$ cat src/rtl/ysyx_22041412_axi_master_if.sv
// ysyx_22041412_axi_master_if: AXI4 AR/R/AW/W/B bundle between the core-side master bridge and the SoC interconnect
// master modport: drives AR/AW/W valids and payloads plus R/B ready; receives AR/AW/W ready, R/B valid and payloads
// slave modport: the mirror image, used by the interconnect or a bench model
interface ysyx_22041412_axi_master_if #(
  parameter int AXI_DATA_WIDTH = 64,
  parameter int AXI_ADDR_WIDTH = 32,
  parameter int AXI_ID_WIDTH   = 4
);
  logic                        ar_valid, ar_ready;
  logic [AXI_ADDR_WIDTH-1:0]   ar_addr;
  logic [AXI_ID_WIDTH-1:0]     ar_id;
  logic [7:0]                  ar_len;
  logic [2:0]                  ar_size;
  logic [1:0]                  ar_burst;
  logic                        r_valid, r_ready, r_last;
  logic [AXI_DATA_WIDTH-1:0]   r_data;
  logic [1:0]                  r_resp;
  logic [AXI_ID_WIDTH-1:0]     r_id;
  logic                        aw_valid, aw_ready;
  logic [AXI_ADDR_WIDTH-1:0]   aw_addr;
  logic [AXI_ID_WIDTH-1:0]     aw_id;
  logic [7:0]                  aw_len;
  logic [2:0]                  aw_size;
  logic [1:0]                  aw_burst;
  logic                        w_valid, w_ready, w_last;
  logic [AXI_DATA_WIDTH-1:0]   w_data;
  logic [AXI_DATA_WIDTH/8-1:0] w_strb;
  logic                        b_valid, b_ready;
  logic [1:0]                  b_resp;
  logic [AXI_ID_WIDTH-1:0]     b_id;
  modport master (
    output ar_valid, ar_addr, ar_id, ar_len, ar_size, ar_burst,
    input  ar_ready,
    input  r_valid, r_data, r_resp, r_last, r_id,
    output r_ready,
    output aw_valid, aw_addr, aw_id, aw_len, aw_size, aw_burst,
    input  aw_ready,
    output w_valid, w_data, w_strb, w_last,
    input  w_ready,
    input  b_valid, b_resp, b_id,
    output b_ready
  );
  modport slave (
    input  ar_valid, ar_addr, ar_id, ar_len, ar_size, ar_burst,
    output ar_ready,
    output r_valid, r_data, r_resp, r_last, r_id,
    input  r_ready,
    input  aw_valid, aw_addr, aw_id, aw_len, aw_size, aw_burst,
    output aw_ready,
    input  w_valid, w_data, w_strb, w_last,
    output w_ready,
    output b_valid, b_resp, b_id,
    input  b_ready
  );
endinterface

$ cat src/rtl/ysyx_22041412_axi_master.sv
// ysyx_22041412_axi_master: arbiter request/beat interface to AXI4 master, independent read and write FSMs
// clk/rst: clock, synchronous active-high reset
// r_*: read request (valid held until r_last_i), r_ready_o/data_read_o/r_last_i per delivered beat
// w_*: write request (valid held until w_last_i), w_ready_o per accepted beat, w_last_i on B response
// axi_err_o: sticky bad-response flag, only live when AXI_RESP_CHECK_EN is defined, else tied 0
// axi: AXI4 master modport (AR/R/AW/W/B)
module ysyx_22041412_axi_master #(
  parameter int AXI_DATA_WIDTH = 64,
  parameter int AXI_ADDR_WIDTH = 32,
  parameter int AXI_ID_WIDTH   = 4
) (
  input  logic                      clk,
  input  logic                      rst,
  input  logic                      r_valid_i,
  input  logic [AXI_ADDR_WIDTH-1:0] r_addr_i,
  input  logic [2:0]                r_size_i,
  input  logic [7:0]                r_len_i,
  output logic                      r_ready_o,
  output logic [AXI_DATA_WIDTH-1:0] data_read_o,
  output logic                      r_last_i,
  input  logic                      w_valid_i,
  input  logic [AXI_ADDR_WIDTH-1:0] w_addr_i,
  input  logic [2:0]                w_size_i,
  input  logic [7:0]                w_len_i,
  input  logic [AXI_DATA_WIDTH-1:0] rw_w_data_i,
  output logic                      w_ready_o,
  output logic                      w_last_i,
  output logic                      axi_err_o,
  ysyx_22041412_axi_master_if.master axi
);
  localparam logic [1:0] R_IDLE = 2'd0, R_AR = 2'd1, R_DATA = 2'd2;
  localparam logic [1:0] W_IDLE = 2'd0, W_AW = 2'd1, W_DATA = 2'd2, W_RESP = 2'd3;
  logic [1:0]                rs, ws;
  logic                      r_cancel;
  logic [AXI_ADDR_WIDTH-1:0] ar_addr_q, aw_addr_q;
  logic [7:0]                ar_len_q, aw_len_q, w_cnt;
  logic [2:0]                ar_size_q, aw_size_q;
  logic                      r_hs, w_hs, b_hs, r_deliver;
  logic [1:0]                sz;
  logic [3:0]                bytes;
  logic [15:0]               strb_full;
  logic                      unused_ok;
  assign r_hs      = axi.r_valid & axi.r_ready;
  assign w_hs      = axi.w_valid & axi.w_ready;
  assign b_hs      = axi.b_valid & axi.b_ready;
  assign r_deliver = r_hs & r_valid_i & ~r_cancel;
  assign sz        = aw_size_q[2] ? 2'd3 : aw_size_q[1:0];
  assign bytes     = 4'd1 << sz;
  assign strb_full = ((16'd1 << bytes) - 16'd1) << aw_addr_q[2:0];
  assign axi.ar_valid = rs == R_AR;
  assign axi.ar_addr  = ar_addr_q;
  assign axi.ar_id    = '0;
  assign axi.ar_len   = ar_len_q;
  assign axi.ar_size  = ar_size_q;
  assign axi.ar_burst = 2'b01;
  assign axi.r_ready  = rs == R_DATA;
  assign axi.aw_valid = ws == W_AW;
  assign axi.aw_addr  = aw_addr_q;
  assign axi.aw_id    = '0;
  assign axi.aw_len   = aw_len_q;
  assign axi.aw_size  = aw_size_q;
  assign axi.aw_burst = 2'b01;
  assign axi.w_valid  = ws == W_DATA;
  assign axi.w_data   = rw_w_data_i;
  assign axi.w_strb   = strb_full[7:0];
  assign axi.w_last   = w_cnt == aw_len_q;
  assign axi.b_ready  = ws == W_RESP;
  assign w_ready_o    = w_hs;
  assign unused_ok    = ^{axi.r_id, axi.b_id, axi.r_resp, axi.b_resp, strb_full[15:8]};
  always_ff @(posedge clk) begin
    if (rst) begin
      rs          <= R_IDLE;
      r_cancel    <= 1'b0;
      r_ready_o   <= 1'b0;
      r_last_i    <= 1'b0;
      data_read_o <= '0;
      ar_addr_q   <= '0;
      ar_len_q    <= '0;
      ar_size_q   <= '0;
    end else begin
      r_ready_o <= r_deliver;
      r_last_i  <= r_deliver & axi.r_last;
      r_cancel  <= rs != R_IDLE & (r_cancel | ~r_valid_i);
      if (r_hs) data_read_o <= axi.r_data;
      case (rs)
        R_IDLE: if (r_valid_i) begin
          rs        <= R_AR;
          ar_addr_q <= r_addr_i;
          ar_len_q  <= r_len_i;
          ar_size_q <= r_size_i;
        end
        R_AR:    if (axi.ar_ready) rs <= R_DATA;
        R_DATA:  if (r_hs & axi.r_last) rs <= R_IDLE;
        default: rs <= R_IDLE;
      endcase
    end
  end
  always_ff @(posedge clk) begin
    if (rst) begin
      ws        <= W_IDLE;
      w_cnt     <= '0;
      w_last_i  <= 1'b0;
      aw_addr_q <= '0;
      aw_len_q  <= '0;
      aw_size_q <= '0;
    end else begin
      w_last_i <= b_hs;
      case (ws)
        W_IDLE: if (w_valid_i) begin
          ws        <= W_AW;
          aw_addr_q <= w_addr_i;
          aw_len_q  <= w_len_i;
          aw_size_q <= w_size_i;
        end
        W_AW: if (axi.aw_ready) begin
          ws    <= W_DATA;
          w_cnt <= '0;
        end
        W_DATA: if (w_hs) begin
          w_cnt <= w_cnt + 8'd1;
          ws    <= axi.w_last ? W_RESP : W_DATA;
        end
        W_RESP:  if (b_hs) ws <= W_IDLE;
        default: ws <= W_IDLE;
      endcase
    end
  end
`ifdef AXI_RESP_CHECK_EN
  logic err_q;
  always_ff @(posedge clk) begin
    if (rst) err_q <= 1'b0;
    else if ((r_hs & |axi.r_resp) | (b_hs & |axi.b_resp)) err_q <= 1'b1;
  end
  assign axi_err_o = err_q;
`else
  assign axi_err_o = 1'b0;
`endif
endmodule

$ cat src/flat_wrapper.sv
// flat-port wrapper written by rule: the top's interface ports become plain ports
module ysyx_22041412_axi_master_flat 
#(
  parameter int AXI_DATA_WIDTH = 64,
  parameter int AXI_ADDR_WIDTH = 32,
  parameter int AXI_ID_WIDTH   = 4
)
  (clk, rst, r_valid_i, r_addr_i, r_size_i, r_len_i, r_ready_o, data_read_o, r_last_i, w_valid_i, w_addr_i, w_size_i, w_len_i, rw_w_data_i, w_ready_o, w_last_i, axi_err_o, axi_ar_valid, axi_ar_addr, axi_ar_id, axi_ar_len, axi_ar_size, axi_ar_burst, axi_ar_ready, axi_r_valid, axi_r_data, axi_r_resp, axi_r_last, axi_r_id, axi_r_ready, axi_aw_valid, axi_aw_addr, axi_aw_id, axi_aw_len, axi_aw_size, axi_aw_burst, axi_aw_ready, axi_w_valid, axi_w_data, axi_w_strb, axi_w_last, axi_w_ready, axi_b_valid, axi_b_resp, axi_b_id, axi_b_ready);
  ysyx_22041412_axi_master_if #(.AXI_DATA_WIDTH(AXI_DATA_WIDTH), .AXI_ADDR_WIDTH(AXI_ADDR_WIDTH), .AXI_ID_WIDTH(AXI_ID_WIDTH)) axi_i ();
  input  logic clk;
  input  logic rst;
  input  logic r_valid_i;
  input  logic [AXI_ADDR_WIDTH-1:0] r_addr_i;
  input  logic [2:0] r_size_i;
  input  logic [7:0] r_len_i;
  output logic r_ready_o;
  output logic [AXI_DATA_WIDTH-1:0] data_read_o;
  output logic r_last_i;
  input  logic w_valid_i;
  input  logic [AXI_ADDR_WIDTH-1:0] w_addr_i;
  input  logic [2:0] w_size_i;
  input  logic [7:0] w_len_i;
  input  logic [AXI_DATA_WIDTH-1:0] rw_w_data_i;
  output logic w_ready_o;
  output logic w_last_i;
  output logic axi_err_o;
  output wire logic [$bits(axi_i.ar_valid)-1:0] axi_ar_valid;
  output wire logic [$bits(axi_i.ar_addr)-1:0] axi_ar_addr;
  output wire logic [$bits(axi_i.ar_id)-1:0] axi_ar_id;
  output wire logic [$bits(axi_i.ar_len)-1:0] axi_ar_len;
  output wire logic [$bits(axi_i.ar_size)-1:0] axi_ar_size;
  output wire logic [$bits(axi_i.ar_burst)-1:0] axi_ar_burst;
  input wire logic [$bits(axi_i.ar_ready)-1:0] axi_ar_ready;
  input wire logic [$bits(axi_i.r_valid)-1:0] axi_r_valid;
  input wire logic [$bits(axi_i.r_data)-1:0] axi_r_data;
  input wire logic [$bits(axi_i.r_resp)-1:0] axi_r_resp;
  input wire logic [$bits(axi_i.r_last)-1:0] axi_r_last;
  input wire logic [$bits(axi_i.r_id)-1:0] axi_r_id;
  output wire logic [$bits(axi_i.r_ready)-1:0] axi_r_ready;
  output wire logic [$bits(axi_i.aw_valid)-1:0] axi_aw_valid;
  output wire logic [$bits(axi_i.aw_addr)-1:0] axi_aw_addr;
  output wire logic [$bits(axi_i.aw_id)-1:0] axi_aw_id;
  output wire logic [$bits(axi_i.aw_len)-1:0] axi_aw_len;
  output wire logic [$bits(axi_i.aw_size)-1:0] axi_aw_size;
  output wire logic [$bits(axi_i.aw_burst)-1:0] axi_aw_burst;
  input wire logic [$bits(axi_i.aw_ready)-1:0] axi_aw_ready;
  output wire logic [$bits(axi_i.w_valid)-1:0] axi_w_valid;
  output wire logic [$bits(axi_i.w_data)-1:0] axi_w_data;
  output wire logic [$bits(axi_i.w_strb)-1:0] axi_w_strb;
  output wire logic [$bits(axi_i.w_last)-1:0] axi_w_last;
  input wire logic [$bits(axi_i.w_ready)-1:0] axi_w_ready;
  input wire logic [$bits(axi_i.b_valid)-1:0] axi_b_valid;
  input wire logic [$bits(axi_i.b_resp)-1:0] axi_b_resp;
  input wire logic [$bits(axi_i.b_id)-1:0] axi_b_id;
  output wire logic [$bits(axi_i.b_ready)-1:0] axi_b_ready;
  assign axi_ar_valid = axi_i.ar_valid;
  assign axi_ar_addr = axi_i.ar_addr;
  assign axi_ar_id = axi_i.ar_id;
  assign axi_ar_len = axi_i.ar_len;
  assign axi_ar_size = axi_i.ar_size;
  assign axi_ar_burst = axi_i.ar_burst;
  assign axi_i.ar_ready = axi_ar_ready;
  assign axi_i.r_valid = axi_r_valid;
  assign axi_i.r_data = axi_r_data;
  assign axi_i.r_resp = axi_r_resp;
  assign axi_i.r_last = axi_r_last;
  assign axi_i.r_id = axi_r_id;
  assign axi_r_ready = axi_i.r_ready;
  assign axi_aw_valid = axi_i.aw_valid;
  assign axi_aw_addr = axi_i.aw_addr;
  assign axi_aw_id = axi_i.aw_id;
  assign axi_aw_len = axi_i.aw_len;
  assign axi_aw_size = axi_i.aw_size;
  assign axi_aw_burst = axi_i.aw_burst;
  assign axi_i.aw_ready = axi_aw_ready;
  assign axi_w_valid = axi_i.w_valid;
  assign axi_w_data = axi_i.w_data;
  assign axi_w_strb = axi_i.w_strb;
  assign axi_w_last = axi_i.w_last;
  assign axi_i.w_ready = axi_w_ready;
  assign axi_i.b_valid = axi_b_valid;
  assign axi_i.b_resp = axi_b_resp;
  assign axi_i.b_id = axi_b_id;
  assign axi_b_ready = axi_i.b_ready;
  ysyx_22041412_axi_master #(.AXI_DATA_WIDTH(AXI_DATA_WIDTH), .AXI_ADDR_WIDTH(AXI_ADDR_WIDTH), .AXI_ID_WIDTH(AXI_ID_WIDTH)) u_core (.clk(clk), .rst(rst), .r_valid_i(r_valid_i), .r_addr_i(r_addr_i), .r_size_i(r_size_i), .r_len_i(r_len_i), .r_ready_o(r_ready_o), .data_read_o(data_read_o), .r_last_i(r_last_i), .w_valid_i(w_valid_i), .w_addr_i(w_addr_i), .w_size_i(w_size_i), .w_len_i(w_len_i), .rw_w_data_i(rw_w_data_i), .w_ready_o(w_ready_o), .w_last_i(w_last_i), .axi_err_o(axi_err_o), .axi(axi_i));
endmodule
$ cat config.mk
export PLATFORM = sky130hd
export DESIGN_NAME = ysyx_22041412_axi_master_flat
export DESIGN_NICKNAME = d
export VERILOG_FILES = /design/src/rtl/ysyx_22041412_axi_master_if.sv /design/src/rtl/ysyx_22041412_axi_master.sv /design/src/flat_wrapper.sv
export SDC_FILE = /design/constraint.sdc
export NUM_CORES = 1
export LEC_CHECK = 0
export CAP_MARGIN = 20
export CELL_PAD_IN_SITES_DETAIL_PLACEMENT = 1
export CELL_PAD_IN_SITES_GLOBAL_PLACEMENT = 2
export CORE_MARGIN = 10
export CORE_UTILIZATION = 17
export DETAILED_ROUTE_END_ITERATION = 10
export GPL_TIMING_DRIVEN = 0
export PLACE_DENSITY = 0.87
export SLEW_MARGIN = 20
export SYNTH_ARGS = -nofsm -noshare
export SYNTH_HDL_FRONTEND = slang
export SYNTH_SLANG_ARGS = --single-unit
$ cat constraint.sdc
create_clock -name clk -period 2.1 [get_ports clk]
set_input_delay 0.525 -clock clk [delete_from_list [all_inputs] [get_ports clk]]
set_output_delay 0.525 -clock clk [all_outputs]
set_load 0.005 [all_outputs]
==> impl_metrics.ini <==
[yosys]
yosysWarnings = 0
ys_seq_elements = 166
postSynthCellCount = 867
synth-main-ff-cell = dfxtp_1
synthesis.area_mm2 = 0.00676
synth_edf_count = 0
ys_seq_area_share_pct = 49.2
avgSynthCellArea_um2 = 7.79
synthDistinctLibCells = 40
async_reset_ff_share_pct = 0

[die]
row_count = 72
die_area_mm2 = 0.0481
start_util_pct = 17.3
die_w_um = 219
die_h_um = 219
coreArea_mm2 = 0.0390
ios = 481

[global_route]
grt_pass1_wl_mm = 48.3
busiest_layer = met2
grt_pass1_vias = 7711
use_met2_pct = 23.8
grt_usage_pct = 13.3
grt-ovfl-total = 0
antenna_found_initial = 1
grt_max_degree = 17
grt_util_met1_pct = 14.2
use_met3_pct = 5.02

[sta]
setup_slack_ns = -0.0197
drv_slew = 0
fin_crit_ns = 2.12
max_slew_margin_pct = 42.0
rsz0062_at_grt = yes
hold_viol_final = 0
worst_slew_pin_slew_ns = 0.870
clock.fmax_mhz = 472
period_share_pct = 101
timing.hold.ws_ns = 0.455
final-setup-viol-count = 3
fin_skew_ns = 0.00976

[placed_design]
gp_congestion = 0.782
dp_slack_ns = -0.465
placed_cells = 1786
dp_hpwl_mm = 27.1
dpl_cell_area_mm2 = 0.0114
io_buffers = 390

[cells_and_area]
final_common_cell = clkdlybuf4s50_1
syn_to_final_growth_pct = 80.3
n_antenna_cell = 0
final_cell_mix = clkdlybuf4s50_1, nand2_1, a21oi_1
post_route_cells_drive_above_1_share_pct = 14.0
nets = 1537
layout.cells.non_filler = 1826
fillCellCount = 4681
design_area_mm2 = 0.0122

[setup_path]
required_ns = 1.57
r2r_start = u_core.ws[0]
path_max_fanout = 3
cp-start-kind = flop
rr_worst_depth = 7
crit_type = flop to primary output
end_kind = primary output
rr_endpoint = u_core.w_cnt[6]
cp.arrival_ns = 1.59
startpoint = u_core.axi.aw_addr[0]
cp-endpoint = axi_w_strb[6]
reg2reg_slack_ns = 0.06

[routing]
drtIter0Drc = 245
num_vias = 7207
wl_per_cell_um = 18.4
drt_drc_violations_left = 0
ant_nets = 0
dr.pass1.iters = 4
drt-total-wl_mm = 33.6
routed_via_density = 3.95

[power_and_ir_drop]
cellLeakagePower_nw = 4.52
totalPowerFinal_mw = 9.61
vdd_drop_max_mv = 0.542
pwr_density_cell_mw_per_mm2 = 788

[worst_hold_path]
hp-class = flop to flop
hold_start = u_core.data_read_o[12]

[clock_network]
cts.path.max_buffers = 2
htreeDepth = 4
cts-buffers-inserted = 17
cts_root_buffer = clkbuf_16
numClockSinks = 166
clk_pin_slew_ns = 0.07
cts_tree = yes
insertion_delay_ns = 0.45
cts_hold_buf = 0

[run]
maxCapViolCount = 0

[outcome]
violations = setup timing
status = complete, but fails checks
[worst min-delay path by stage]
stage                                   to  slack, ns  cells past startpoint
global placement    u_core.axi.ar_addr[20]       0.44                      2
CTS                 u_core.data_read_o[59]       0.46                      2
detailed placement  u_core.data_read_o[59]       0.45                      2
floorplan            u_core.axi.ar_addr[0]       0.45                      2
finish              u_core.data_read_o[12]       0.46                      2
global route        u_core.data_read_o[44]       0.47                      2
[layout make-up]
cell class                      instances  area (µm²)  area share [%]
Buffer                                130         842            6.91
Clock buffer                           18         439            3.60
Clock inverter                         14         160            1.31
Inverter                                7        26.3           0.216
Multi-Input combinational cell        573        2750            22.6
Sequential cell                       166        3370            27.6
Tap cell                              518         648            5.32
Timing Repair Buffer                  400        3950            32.4
[power by group]
group          internal [mW]  switching, mW  total, mW
logic                   1.44           1.25       2.69
registers               3.43          0.211       3.64
clock network           1.81           1.47       3.28
total                   6.68           2.93       9.61
[repair_timing]
| action | in CTS | in global routing |
|---|---|---|
| gates cloned | 2 | 0 |
| buffers inserted | 7 | 1 |
| setup endpoints to repair | 76 | 97 |
| resized for setup | 85 | 39 |
| pin swaps | 5 | 9 |
[Yosys cell counts, types with 4 or more instances]
| master | number | area [µm²] |
|---|---|---|
| buf_2 | 6 | 30.0 |
| and2_1 | 5 | 31.3 |
| nor2_1 | 11 | 41.3 |
| dfxtp_1 | 166 | 3320 |
| o21ai_0 | 6 | 30.0 |
| ha_1 | 6 | 75.1 |
| a21oi_1 | 158 | 791 |
| nand2_1 | 312 | 1170 |
| buf_4 | 77 | 578 |
| nor2b_1 | 7 | 43.8 |
| clkbuf_1 | 48 | 180 |
| inv_1 | 7 | 26.3 |
| nor3_1 | 4 | 20.0 |
| xnor2_1 | 11 | 96.3 |
[layer usage]
| metal | vias up | part of all wire, % |
|---|---|---|
| met2 | 225 | 52 |
| met3 | 17 | 8.7 |
| met1 | 3399 | 39 |
| met4 | 2 | 1.0 |
| li1 | 3564 | - |
| met5 | - | 0.024 |
[stage by stage]
stage | util (%) | setup TNS [ns]
after floorplan | - | 0
after global placement | 29.1 | -44.84
after detailed placement | 29.1 | -49.42
after CTS | 31.1 | -0.224
after global routing | 31.2 | -0.420
final | 31.2 | -0.0361
[sequential cells by signal, summed over array words and instances, names as in the netlist]
| register | cells |
|---|---|
| u_core.w_last_i | 1 |
| u_core.axi.ar_len | 8 |
| u_core.data_read_o | 64 |
| u_core.r_last_i | 1 |
| u_core.r_ready_o | 1 |
| u_core.axi.aw_addr | 32 |
| u_core.w_cnt | 8 |
| u_core.ws | 2 |
| u_core.axi.aw_len | 8 |
| u_core.axi.ar_addr | 32 |
| u_core.axi.ar_size | 3 |
| u_core.rs | 2 |
| u_core.axi.aw_size | 3 |
| u_core.r_cancel | 1 |
[worst max-delay path: stages (launching register included)]
cell	delay [ns]
dfxtp_4	0.36
buf_4	0.14
a21o_1	0.14
a21oi_1	0.15
a21o_1	0.13
a22oi_2	0.08
buf_2	0.15
[logic make-up (layout without fill, tap and decap cells)]
kind of cell,count (synthesis),after routing,synth area share [%]
fa+ha+maj,6,6,1.11
compound gates,177,177,13.8
flops,166,166,49.2
other cells,2,13,0.111
simple gates,362,362,21.7
xor+xnor,12,12,1.56
mux,3,3,0.444
buf+inv,139,569,12.1
Note: power is estimated with default switching activity, not from simulation.
